$ cat config.mk
export PLATFORM = sky130hd
export DESIGN_NAME = spi_controller
export DESIGN_NICKNAME = d
export VERILOG_FILES = /design/src/rtl/spi_pkg.sv /design/src/rtl/spi_sclk_timer.sv /design/src/rtl/spi_controller.sv
export SDC_FILE = /design/constraint.sdc
export NUM_CORES = 1
export LEC_CHECK = 0
export BUFFER_PORTS_ARGS = -buffer_cell sky130_fd_sc_hd__buf_4
export CAP_MARGIN = 20
export CORE_ASPECT_RATIO = 1.1
export CORE_MARGIN = 2
export CORE_UTILIZATION = 55
export CTS_CLUSTER_DIAMETER = 40
export CTS_CLUSTER_SIZE = 10
export DETAILED_ROUTE_END_ITERATION = 8
export PLACE_DENSITY = 0.78
export SLEW_MARGIN = 20
export SYNTH_ARGS = -nofsm -noshare
export SYNTH_HDL_FRONTEND = slang
export SYNTH_SLANG_ARGS = --single-unit
$ cat constraint.sdc
create_clock -name clk -period 2.8 [get_ports clk]
set_input_delay 0.56 -clock clk [delete_from_list [all_inputs] [get_ports clk]]
set_output_delay 0.56 -clock clk [all_outputs]
set_load 0.1 [all_outputs]
$ cat src/rtl/spi_pkg.sv
// Shared types and constants for the SPI write controller.
package spi_pkg;

    localparam int unsigned SPI_FRAME_W = 16;
    localparam int unsigned SPI_ADDR_W  = 7;
    localparam int unsigned SPI_DATA_W  = 8;

    localparam logic RW_WRITE = 1'b1;
    localparam logic RW_READ  = 1'b0;

    typedef enum logic [2:0] {
        ST_IDLE,
        ST_SETUP,
        ST_SCLK_HI,
        ST_SCLK_LO,
        ST_GAP
    } spi_state_e;

    typedef struct packed {
        logic                  rw;
        logic [SPI_ADDR_W-1:0] addr;
        logic [SPI_DATA_W-1:0] data;
    } spi_frame_t;

endpackage

$ cat src/rtl/spi_sclk_timer.sv
// Phase down-counter: reloads to HALF_DIV-1 on load or on expiry, flags the last cycle of a phase.
module spi_sclk_timer #(
    parameter int unsigned HALF_DIV = 4
) (
    input  logic clk,
    input  logic rst_n,
    input  logic load,
    output logic expire_c
);

    localparam int unsigned CNT_W = $clog2(HALF_DIV) + 1;

    logic [CNT_W-1:0] cnt;

    always_ff @(posedge clk or negedge rst_n) begin
        if (!rst_n) begin
            cnt <= '0;
        end else if (load || cnt == '0) begin
            cnt <= CNT_W'(HALF_DIV - 1);
        end else begin
            cnt <= cnt - CNT_W'(1);
        end
    end

    assign expire_c = (cnt == '0);

endmodule

$ cat src/rtl/spi_controller.sv
// SPI mode-0 frame master sending {rw, addr, wdata} MSB first.
// Optional read-back path (CIPO/rdata) enabled by defining SPI_CTRL_READ_EN.
module spi_controller
    import spi_pkg::*;
#(
    parameter int unsigned HALF_DIV = 4
) (
    input  logic                  clk,
    input  logic                  rst_n,
    input  logic                  start,
    input  logic                  rw,
    input  logic [SPI_ADDR_W-1:0] addr,
    input  logic [SPI_DATA_W-1:0] wdata,
`ifdef SPI_CTRL_READ_EN
    input  logic                  CIPO,
    output logic [SPI_DATA_W-1:0] rdata,
`endif
    output logic                  ready,
    output logic                  done,
    output logic                  SCLK,
    output logic                  nCS,
    output logic                  COPI
);

    if (HALF_DIV < 3) begin : g_div_check
        $error("spi_controller: HALF_DIV must be at least 3");
    end

    spi_state_e             state;
    logic [SPI_FRAME_W-1:0] shreg;
    logic [4:0]             bit_cnt;
    logic                   accept_c;
    logic                   expire_c;
    spi_frame_t             frame_c;

    assign accept_c = (state == ST_IDLE) && start;
    assign frame_c  = '{rw: rw, addr: addr, data: wdata};

    spi_sclk_timer #(.HALF_DIV(HALF_DIV)) u_timer (
        .clk      (clk),
        .rst_n    (rst_n),
        .load     (accept_c),
        .expire_c (expire_c)
    );

`ifdef SPI_CTRL_READ_EN
    logic [SPI_DATA_W-1:0] rx_sh;
`endif

    // Frame sequencer; the shift register rotates so its contents stay intact until the next capture.
    always_ff @(posedge clk or negedge rst_n) begin
        if (!rst_n) begin
            state   <= ST_IDLE;
            shreg   <= '0;
            bit_cnt <= '0;
            ready   <= 1'b1;
            done    <= 1'b0;
            SCLK    <= 1'b0;
            nCS     <= 1'b1;
            COPI    <= 1'b0;
`ifdef SPI_CTRL_READ_EN
            rx_sh   <= '0;
            rdata   <= '0;
`endif
        end else begin
            done <= 1'b0;
            case (state)
                ST_IDLE: begin
                    if (start) begin
                        shreg   <= frame_c;
                        bit_cnt <= '0;
                        ready   <= 1'b0;
                        nCS     <= 1'b0;
                        SCLK    <= 1'b0;
                        COPI    <= frame_c.rw;
                        state   <= ST_SETUP;
                    end
                end
                ST_SETUP: begin
                    if (expire_c) begin
                        SCLK  <= 1'b1;
                        state <= ST_SCLK_HI;
                    end
                end
                ST_SCLK_HI: begin
                    if (expire_c) begin
                        SCLK    <= 1'b0;
                        COPI    <= shreg[SPI_FRAME_W-2];
                        shreg   <= {shreg[SPI_FRAME_W-2:0], shreg[SPI_FRAME_W-1]};
                        bit_cnt <= bit_cnt + 5'd1;
                        state   <= ST_SCLK_LO;
                    end
                end
                ST_SCLK_LO: begin
                    if (expire_c) begin
                        if (bit_cnt < 5'(SPI_FRAME_W)) begin
                            SCLK  <= 1'b1;
                            state <= ST_SCLK_HI;
`ifdef SPI_CTRL_READ_EN
                            // Peripheral answers during the data byte: rises 9..16.
                            if (bit_cnt >= 5'(SPI_FRAME_W - SPI_DATA_W)) begin
                                rx_sh <= {rx_sh[SPI_DATA_W-2:0], CIPO};
                            end
`endif
                        end else begin
                            nCS   <= 1'b1;
                            COPI  <= 1'b0;
                            state <= ST_GAP;
                        end
                    end
                end
                ST_GAP: begin
                    if (expire_c) begin
                        done  <= 1'b1;
                        ready <= 1'b1;
                        state <= ST_IDLE;
`ifdef SPI_CTRL_READ_EN
                        rdata <= rx_sh;
`endif
                    end
                end
                default: begin
                    state <= ST_IDLE;
                    ready <= 1'b1;
                    nCS   <= 1'b1;
                    SCLK  <= 1'b0;
                    COPI  <= 1'b0;
                end
            endcase
        end
    end

endmodule

==> summary.txt, run 1 <==
CTS
  – CTS Hold Buffers Added: 0
  – CTS tree: built
  – Clock root buffer: clkbuf_4
  – Clock Tree Buf Depth: 2
  – Skew-Pair Late Insertion Delay: about 330 ps
  – Setup bufs post-CTS: 0
  – H-tree depth: 2
  – Worst-path clk slew: about 100 ps
  – CTS sink count: 32
  – Post-cts resize count: 0
  – CTS Buf Count: 5

Logic synthesis
  – Net Count, Synth: between 150 and 200
  – Async S/R FF share, synth: 100.0%
  – Top_reg_cell synth: dfrtp_1
  – Netlist cell types: 40
  – Synthesis-stage register bit count: 32
  – Yosys top cell by area: dfrtp_1
  – Seq/Total Area, Yosys: approximately 50%
  – Avg Synthesized Cell Area: between 10 and 15 um2
  – Synth Warn #: 0
  – Share of the synthesized area in the top cell type: 45.73%
  – Cells after Synth: between 150 and 200
  – EDFF count, synth: 0
  – Synthesized cell area: roughly 1600 um2
  – Main area contributors after synthesis: dfrtp_1 46%, mux2i_1 11%, nor2_1 5.9%

STA
  – Crit path time final: between 1500 and 2000 ps
  – Rel. slew slack: about three fifths
  – Hold Violations, Final: 0
  – Final TNS setup: 0 ps
  – Final Max Tran Viols: 0
  – Final WS setup: 811.4 ps
  – Unrepaired setup endpoints after global routing: no
  – Final worst path period share: between 70% and 80%
  – Peak Freq: ~0.50 GHz
  – Worst hold slack: between 100 and 150 ps
  – Final setup violation count: 0
  – Clock skew: slightly above 8 ps
  – Worst slew pin tran: between 500 and 600 ps

Pwr
  – Power density cells: between 1000 and 1500 nW/um2
  – Maximum VDD drop: 0.0007145 V
  – Static Leak: approximately 0.84 nW

Hold path
  – Hold Path Class: input port to asynchronous set/reset pin

Global route
  – Largest net degree at the start of global routing: 33
  – Initial antenna violation count: 0
  – All-Layer GR Usage: around a fifth
  – First-pass GRT wire length: around 5300 um
  – Vias in the first global route: ~1300
  – Gr ovfl total: 0

Routing
  – DRC viols: 0
  – Total wire length: a little under 3000 um
  – Drt first-iter violations: 33
  – Via density: 5.502
  – Vias: approximately 1200
  – Avg WL per Cell: approximately 14 um
  – DR pass1 iterations: 4
  – Number of routed nets with antenna violations: 0

Final layout
  – # fillers: around 240
  – # nets final: approximately 200
  – Area growth syn-to-layout: 14.02%
  – Area of the multi-input gates: about 740 um2
  – Final Instance Count excl. Fillers: between 200 and 250
  – FF/Latch Area: between 800 and 900 um2
  – Commonest cells after routing, fill and taps aside: 30 x dfrtp_1, 26 x nor2_1, 26 x buf_4
  – Share of cells above drive strength 1: 25.00%
  – Commonest non-fill, non-tap cell in the layout: dfrtp_1
  – Final Core Density: between 60% and 70%
  – N_diodes: 0

Setup path
  – Worst-path cell chain: nor2_1, a21boi_2, buf_4, nor2_1, a21oi_1
  – Critical Path RT: 3050 ps
  – Most frequent cell on the critical path: nor2_1
  – WP data arrival: between 2000 and 2500 ps
  – Maximum net fanout on the critical path: 22
  – Crit path capture type: flop
  – Critical path class: flop to flop
  – Slowest stage delay, CP: around 550 ps
  – Element type at the critical path start: flop
  – CP max stage cell: dfrtp_1

Floorplanning
  – Core region area: about 2800 um2
  – Row Count: 20
  – Die width: about 56 um
  – Initial core utilization: 58.57%
  – Die footprint: about 3400 um2
  – Die Y: slightly above 60 um
  – Io pins: 24

Placement
  – Place WS: 850.2 ps
  – Placed Cells: roughly 210
  – Routability cong.: 0.8364
  – PortBufs: 23
  – Final HPWL DP: approximately 2100 um

Outcome
  – Status: finished, final reports clean

Flow run
  – # Max-Cap Violations: 0
-- critical path, delay by kind of cell, from the launching register on --
kind                   cells  cell delay, ps
DFF                        1             550
buffers and inverters      1             360
and+or+nand+nor            2             340
AOI/OAI and AO/OA          2             660
-- per-stage QoR --
stage	total power [mW]	instance area, um2
finish	2.106	1872
global route	2.274	1872
CTS	2.125	1872
detailed placement	1.825	1803
global placement	1.780	1803
floorplan	1.661	1642
-- metal layers --
metal  vias to the layer above  routed length [um]  track usage (%)
met2                        28                1457            34.62
met4                         0                  63            10.88
met3                        10                 125            5.042
li1                        597                   -                -
met5                         -                   0                0
met1                       559                1324            24.59
-- power by group --
part	internal (mW)	leakage [nW]	total [mW]	switching [mW]
logic	0.377	0.437	0.966	0.589
clock network	0.148	0.0386	0.298	0.150
registers	0.670	0.367	0.842	0.172
-- area by class of cell --
type	instances	share of cell area [%]
clock buffer	8	3.676
multi-input combinational	111	39.37
sequential	32	42.91
timing repair buffer	26	10.43
tap	33	2.206
inverter	7	1.404
-- synth_stat cells (2+ instances only) --
library cell	number
dfstp_2	2
a21o_1	2
o32ai_1	2
nor2b_1	3
mux2i_1	18
o21ai_0	5
nand3_1	2
buf_4	3
dfrtp_1	30
nand2_1	10
ha_1	3
nand3b_1	2
nor2_1	26
clkbuf_1	3
nand4_1	2
and2_1	2
inv_1	7
a21oi_2	8
buf_2	2
a21oi_1	8
-- registers in the layout, summed over array words and instances, names as in the netlist --
name / cells
COPI: 1
done: 1
bit_cnt: 5
state: 3
ready: 1
nCS: 1
shreg: 16
u_timer.cnt: 3
SCLK: 1
-- worst paths after layout --
path	start	slack, ps	cells after the start	endpoint
setup reg to reg	state[2]	810	5	shreg[10]
max in group asynchronous	rst_n	2320	1	nCS
setup / recovery	state[2]	810	5	shreg[10]
hold reg to reg	u_timer.cnt[0]	450	1	u_timer.cnt[0]
hold / removal	rst_n	150	1	state[1]
min in group clk	u_timer.cnt[0]	450	1	u_timer.cnt[0]
-- cell families after synthesis --
kind of cell | Yosys count | synth area share, %
xor gates and xnor gates | 1 | 0.5336
DFF | 32 | 48.93
buffers and inverters | 17 | 6.174
adders and majority gates | 3 | 2.287
and+or+nand+nor | 53 | 15.55
AOI/OAI and AO/OA | 36 | 15.55
muxes | 18 | 10.98
Power figures use the tool's default switching activity.
==> inputs of run 2 (changes only) <==
ABC_AREA = 1   (was default)
CORE_UTILIZATION = 50   (was 55)
PLACE_DENSITY = 0.75   (was 0.78)
clock period = 1.7 ns   (was 2.8 ns; I/O delays follow)
==> summary.txt, run 2 <==
Final layout
  – Share of cells above drive strength 1: roughly 16%
  – Largest regs: shreg x16, bit_cnt x5
  – N_diodes: 0
  – # nets final: 265
  – # fillers: between 200 and 300
  – Final Instance Count excl. Fillers: ~280
  – Commonest non-fill, non-tap cell in the layout: nand2_1
  – Area growth syn-to-layout: 16.05%
  – Final Core Density: about three fifths
  – Largest register FFs: 16
  – Commonest cells after routing, fill and taps aside: 76 x nand2_1, 34 x o21ai_0, 31 x inv_1
  – Biggest register: shreg

Logic synthesis
  – Most numerous cell in the Yosys netlist: nand2_1
  – Synth Warn #: 0
  – Netlist cell types: 19
  – Synth Area in Simple Gates: between 20 and 30%
  – Share of the synthesized area in the top cell type: between 40% and 50%
  – Top_reg_cell synth: dfrtp_1
  – Seq/Total Area, Yosys: 49.08%
  – Yosys top cell by area: dfrtp_1
  – Combinational family with the most area after synthesis: simple AND/OR/NAND/NOR gates
  – Avg Synthesized Cell Area: approximately 7.6 um2
  – Net Count, Synth: between 200 and 250
  – Async S/R FF share, synth: 100.0%
  – Commonest cells post-synth: 76 x nand2_1, 34 x o21ai_0, 31 x inv_1
  – Synth Area in Compound Gates: a little over a tenth
  – Post-Synth Adder-Cell Area: 2.294%
  – Synthesized cell area: 1637 um2
  – EDFF count, synth: 0
  – Main area contributors after synthesis: dfrtp_1 46%, nand2_1 17%, o21ai_0 10%
  – Synth Area in XOR/XNOR: under 10%
  – Mux cell area share after synthesis: 0%
  – Cells after Synth: approximately 220
  – Synthesis-stage register bit count: 32

Routing
  – Drt first-iter violations: 36
  – Total wire length: ~2900 um
  – DRC viols: 0
  – Vias: around 1400
  – Number of routed nets with antenna violations: 0
  – DR pass1 iterations: 4
  – Via density: roughly 5
  – Avg WL per Cell: between 10 and 15 um

Setup path
  – CP max stage cell: dfrtp_1
  – Worst-path cell chain: inv_1, nand3_1, nand2_2, buf_4, nand2_1, o21ai_0
  – Critical path class: flop to flop
  – Crit path capture type: flop
  – Element type at the critical path start: flop
  – Critical Path RT: around 2000 ps
  – Slowest stage delay, CP: ~480 ps
  – Maximum net fanout on the critical path: 23
  – WP data arrival: roughly 1800 ps

STA
  – Peak Freq: between 0.6 and 0.7 GHz
  – Worst slew pin tran: 383.7 ps
  – Crit path time final: between 1500 and 2000 ps
  – Clock skew: roughly 9.6 ps
  – Rel. slew slack: 74.42%
  – Final worst path period share: about 90%
  – Final TNS setup: 0 ps
  – Final Max Tran Viols: 0
  – Worst hold slack: 312.9 ps
  – Final setup violation count: 0
  – Unrepaired setup endpoints after global routing: no
  – Hold Violations, Final: 0

Flow run
  – # Max-Cap Violations: 0

Floorplanning
  – Die Y: 64.01 um
  – Core region area: 3074 um2
  – Die width: between 50 and 60 um
  – Io pins: 24
  – Row Count: 21
  – Die footprint: 3747 um2
  – Initial core utilization: a little over half

CTS
  – Clock root buffer: clkbuf_4
  – CTS sink count: 32
  – CTS Buf Count: 5
  – CTS tree: built
  – Setup bufs post-CTS: 0
  – H-tree depth: 2
  – Clock Tree Buf Depth: 2
  – Skew-Pair Late Insertion Delay: 340 ps
  – Worst-path clk slew: approximately 100 ps

Placement
  – Final HPWL DP: ~2100 um
  – Routability cong.: ~0.85
  – Placed Cells: ~270
  – PortBufs: 23

Global route
  – First-pass GRT wire length: 5202 um
  – Largest net degree at the start of global routing: 36
  – All-Layer GR Usage: between 10% and 20%
  – Vias in the first global route: ~1200
  – Initial antenna violation count: 0
  – Gr ovfl total: 0

Outcome
  – Status: finished, final reports clean

Pwr
  – Power density cells: ~1700 nW/um2
  – Maximum VDD drop: around 0.0014 V
  – Static Leak: approximately 1.0 nW

Hold path
  – Hold Path Class: input port to flop
[run 2: cell count changes after synthesis, sizes merged, moves of 3 or more]
cell | previous run | this run
nor2 | 26 | 12
o21ai | 6 | 35
nand2 | 10 | 78
mux2i | 18 | 0
a21oi | 16 | 0
nor2b | 3 | 0
nand3 | 2 | 14
inv | 7 | 31
[run 2: report_power, final]
| group | internal (mW) | switching (mW) |
|---|---|---|
| clock network | 0.196 | 0.251 |
| logic | 0.479 | 1.09 |
| registers | 1.06 | 0.139 |
| total | 1.74 | 1.48 |
[run 2: path summary, 6_finish.rpt]
path / cells past startpoint / start / slack, ps / endpoint
worst max-delay path: 6 / state[1] / 200 / shreg[10]
worst min-delay path: 5 / wdata[4] / 310 / shreg[4]
worst max register to register: 6 / state[1] / 200 / shreg[10]
worst min register to register: 1 / u_timer.cnt[0] / 440 / u_timer.cnt[0]
max in group asynchronous: 2 / rst_n / 920 / nCS
min in group asynchronous: 2 / rst_n / 460 / COPI
[run 2: cell families after synthesis]
group / Yosys count
DFF: 32
AOI/OAI and AO/OA: 35
and+or+nand+nor: 107
adders and majority gates: 3
buffers and inverters: 37
xor gates and xnor gates: 2
[run 2: what timing repair did]
| item | in CTS | in global routing |
|---|---|---|
| resized for setup | 0 | 1 |
| endpoints found under the hold margin | 30 | 0 |
| hold buffers | 1 | 0 |
| setup endpoints to repair | 0 | 4 |
[run 2: worst max-delay path: cells and delay by family, from the launching register on]
family,cells,cell delay (ps)
buf+inv,2,450
simple gates,3,400
compound gates,1,80
flops,1,480
[run 2: per-layer routing]
metal  wire length (um)  vias to the layer above  track usage [%]
met4                 48                        0            6.977
li1                   -                      722                -
met1               1424                      604            24.70
met5                  0                        -                0
met3                112                        6            6.073
met2               1341                       19            27.39
[run 2: area by class of cell]
type                            instances  area, um2  share of cell area [%]
Clock buffer                            6      51.30                   2.701
Tap cell                               34      42.54                   2.240
Sequential cell                        32      803.3                   42.29
Multi-Input combinational cell        147      678.2                   35.70
Timing Repair Buffer                   26      197.7                   10.41
Clock inverter                          2      10.01                  0.5270
Inverter                               31      116.4                   6.127
[run 2: metrics by stage]
step	setup WS, ps	power [mW]	instance area [um2]
floorplan	386.0	2.478	1637
global placement	241.2	2.745	1823
detailed placement	184.1	2.778	1823
CTS	165.2	3.238	1894
global route	47.68	3.560	1899
finish	199.9	3.215	1899
==> inputs of run 3 (changes only) <==
MAX_ROUTING_LAYER = met4   (was default)
PLACE_DENSITY = default   (was 0.75)
PLACE_DENSITY_LB_ADDON = 0.1   (was default)
==> summary.txt, run 3 (synthesized netlist as in run 2, its figures left out) <==
Floorplanning
  – Die footprint: 3747 um2
  – Initial core utilization: ~53%
  – Die width: ~59 um
  – Row Count: 21
  – Core region area: between 3000 and 4000 um2
  – Die Y: around 64 um
  – Io pins: 24

Final layout
  – Final instance area: between 1500 and 2000 um2
  – N_diodes: 0
  – Area growth syn-to-layout: 16.44%
  – Largest regs: shreg x16, bit_cnt x5
  – Largest register FFs: 16
  – # nets final: 264
  – Commonest cells after routing, fill and taps aside: 76 x nand2_1, 34 x o21ai_0, 31 x inv_1
  – Share of cells above drive strength 1: between 10% and 20%
  – Final Core Density: 61.99%
  – Commonest non-fill, non-tap cell in the layout: nand2_1
  – Biggest register: shreg
  – # fillers: roughly 280

CTS
  – Clock root buffer: clkbuf_4
  – Skew-Pair Late Insertion Delay: about 340 ps
  – CTS Buf Count: 5
  – Worst-path clk slew: approximately 100 ps
  – Setup bufs post-CTS: 0
  – H-tree depth: 2
  – CTS tree: built
  – CTS sink count: 32
  – Clock Tree Buf Depth: 2

STA
  – Worst hold slack: 305.0 ps
  – Rel. slew slack: between 70% and 80%
  – Final worst path period share: between 90% and 100%
  – Hold Violations, Final: 0
  – Clock skew: around 9.3 ps
  – Final TNS setup: 0 ps
  – Worst slew pin tran: ~400 ps
  – Peak Freq: 0.6519 GHz
  – Final setup violation count: 0
  – Final Max Tran Viols: 0
  – Unrepaired setup endpoints after global routing: no
  – Crit path time final: about 1500 ps

Hold path
  – Hold Path Class: input port to flop

Routing
  – DR pass1 iterations: 4
  – DRC viols: 0
  – Via density: 5.061
  – Number of routed nets with antenna violations: 0
  – Total wire length: roughly 3100 um
  – Avg WL per Cell: between 10 and 15 um
  – Vias: around 1400
  – Drt first-iter violations: between 40 and 50

Pwr
  – Static Leak: between 1 and 1.5 nW
  – Maximum VDD drop: approximately 0.0012 V
  – Power density cells: 1715 nW/um2

Outcome
  – Status: finished, final reports clean

Setup path
  – WP data arrival: between 1500 and 2000 ps
  – Critical path class: flop to flop
  – Crit path capture type: flop
  – Element type at the critical path start: flop
  – Slowest stage delay, CP: 390 ps
  – Most frequent cell on the critical path: nand2_1
  – Maximum net fanout on the critical path: 6
  – Worst-path cell chain: inv_1, ha_1, nand2_1, nand2_1, nand2_1, nor2_1, nand2_1, nand2_1, nand2_1
  – CP max stage cell: dfrtp_1
  – Critical Path RT: ~1900 ps

Placement
  – DP Area: between 1500 and 2000 um2
  – Routability cong.: 0.8893
  – PortBufs: 23
  – Final HPWL DP: ~2200 um

Global route
  – Initial antenna violation count: 0
  – Vias in the first global route: about 1300
  – Largest net degree at the start of global routing: 36
  – All-Layer GR Usage: 20.22%
  – First-pass GRT wire length: between 5000 and 6000 um
  – Gr ovfl total: 0

Flow run
  – # Max-Cap Violations: 0
run 3: metrics by stage:
stage,power [mW],worst slack [ps],std cells
3_5_place_dp,2.806,128.6,268
5_1_grt,3.600,48.49,277
2_1_floorplan,2.478,386.0,216
4_1_cts,3.288,118.6,277
6_report,3.269,166.1,277
3_3_place_gp,2.749,194.6,268
run 3: final cells by class:
type | instances | area, um2 | share of cell area, %
flip-flops and latches | 32 | 803.3 | 42.15
multi-input cells | 147 | 678.2 | 35.59
repair buffers | 25 | 202.7 | 10.64
inverters | 31 | 116.4 | 6.106
clock buffers | 7 | 55.05 | 2.889
well taps | 34 | 42.54 | 2.232
clock inverters | 1 | 7.507 | 0.3940
run 3: final timing paths:
path	from	end	slack, ps	cells past startpoint
setup / recovery	u_timer.cnt[0]	state[0]	170	9
hold / removal	addr[2]	shreg[10]	300	5
setup reg to reg	u_timer.cnt[0]	state[0]	170	9
hold reg to reg	u_timer.cnt[0]	u_timer.cnt[0]	450	1
max in group asynchronous	rst_n	ready	910	2
min in group asynchronous	rst_n	state[0]	460	2
run 3: routing by layer:
metal | up-vias | global-route usage, % | wire length (um)
met4 | 0 | 8.721 | 68
met5 | - | - | 0
li1 | 722 | - | -
met3 | 7 | 6.073 | 156
met1 | 639 | 23.95 | 1395
met2 | 34 | 31.60 | 1435
run 3: repair_timing:
item | in CTS | in global routing
setup endpoints to repair | 0 | 15
resized for setup | 0 | 1
endpoints found under the hold margin | 30 | 0
hold buffers | 1 | 0
run 3: power by group:
part | internal (mW) | total (mW) | leakage, nW | switching (mW)
Clock | 0.202 | 0.464 | 0.0315 | 0.262
Combinational | 0.492 | 1.59 | 0.598 | 1.10
Sequential | 1.06 | 1.21 | 0.402 | 0.147
run 3: critical path: cells and delay by family (launching register included):
family,cells,cell delay (ps)
buffers and inverters,1,80
flip-flops,1,390
adder cells (fa/ha/maj),1,170
AND/OR/NAND/NOR,7,800
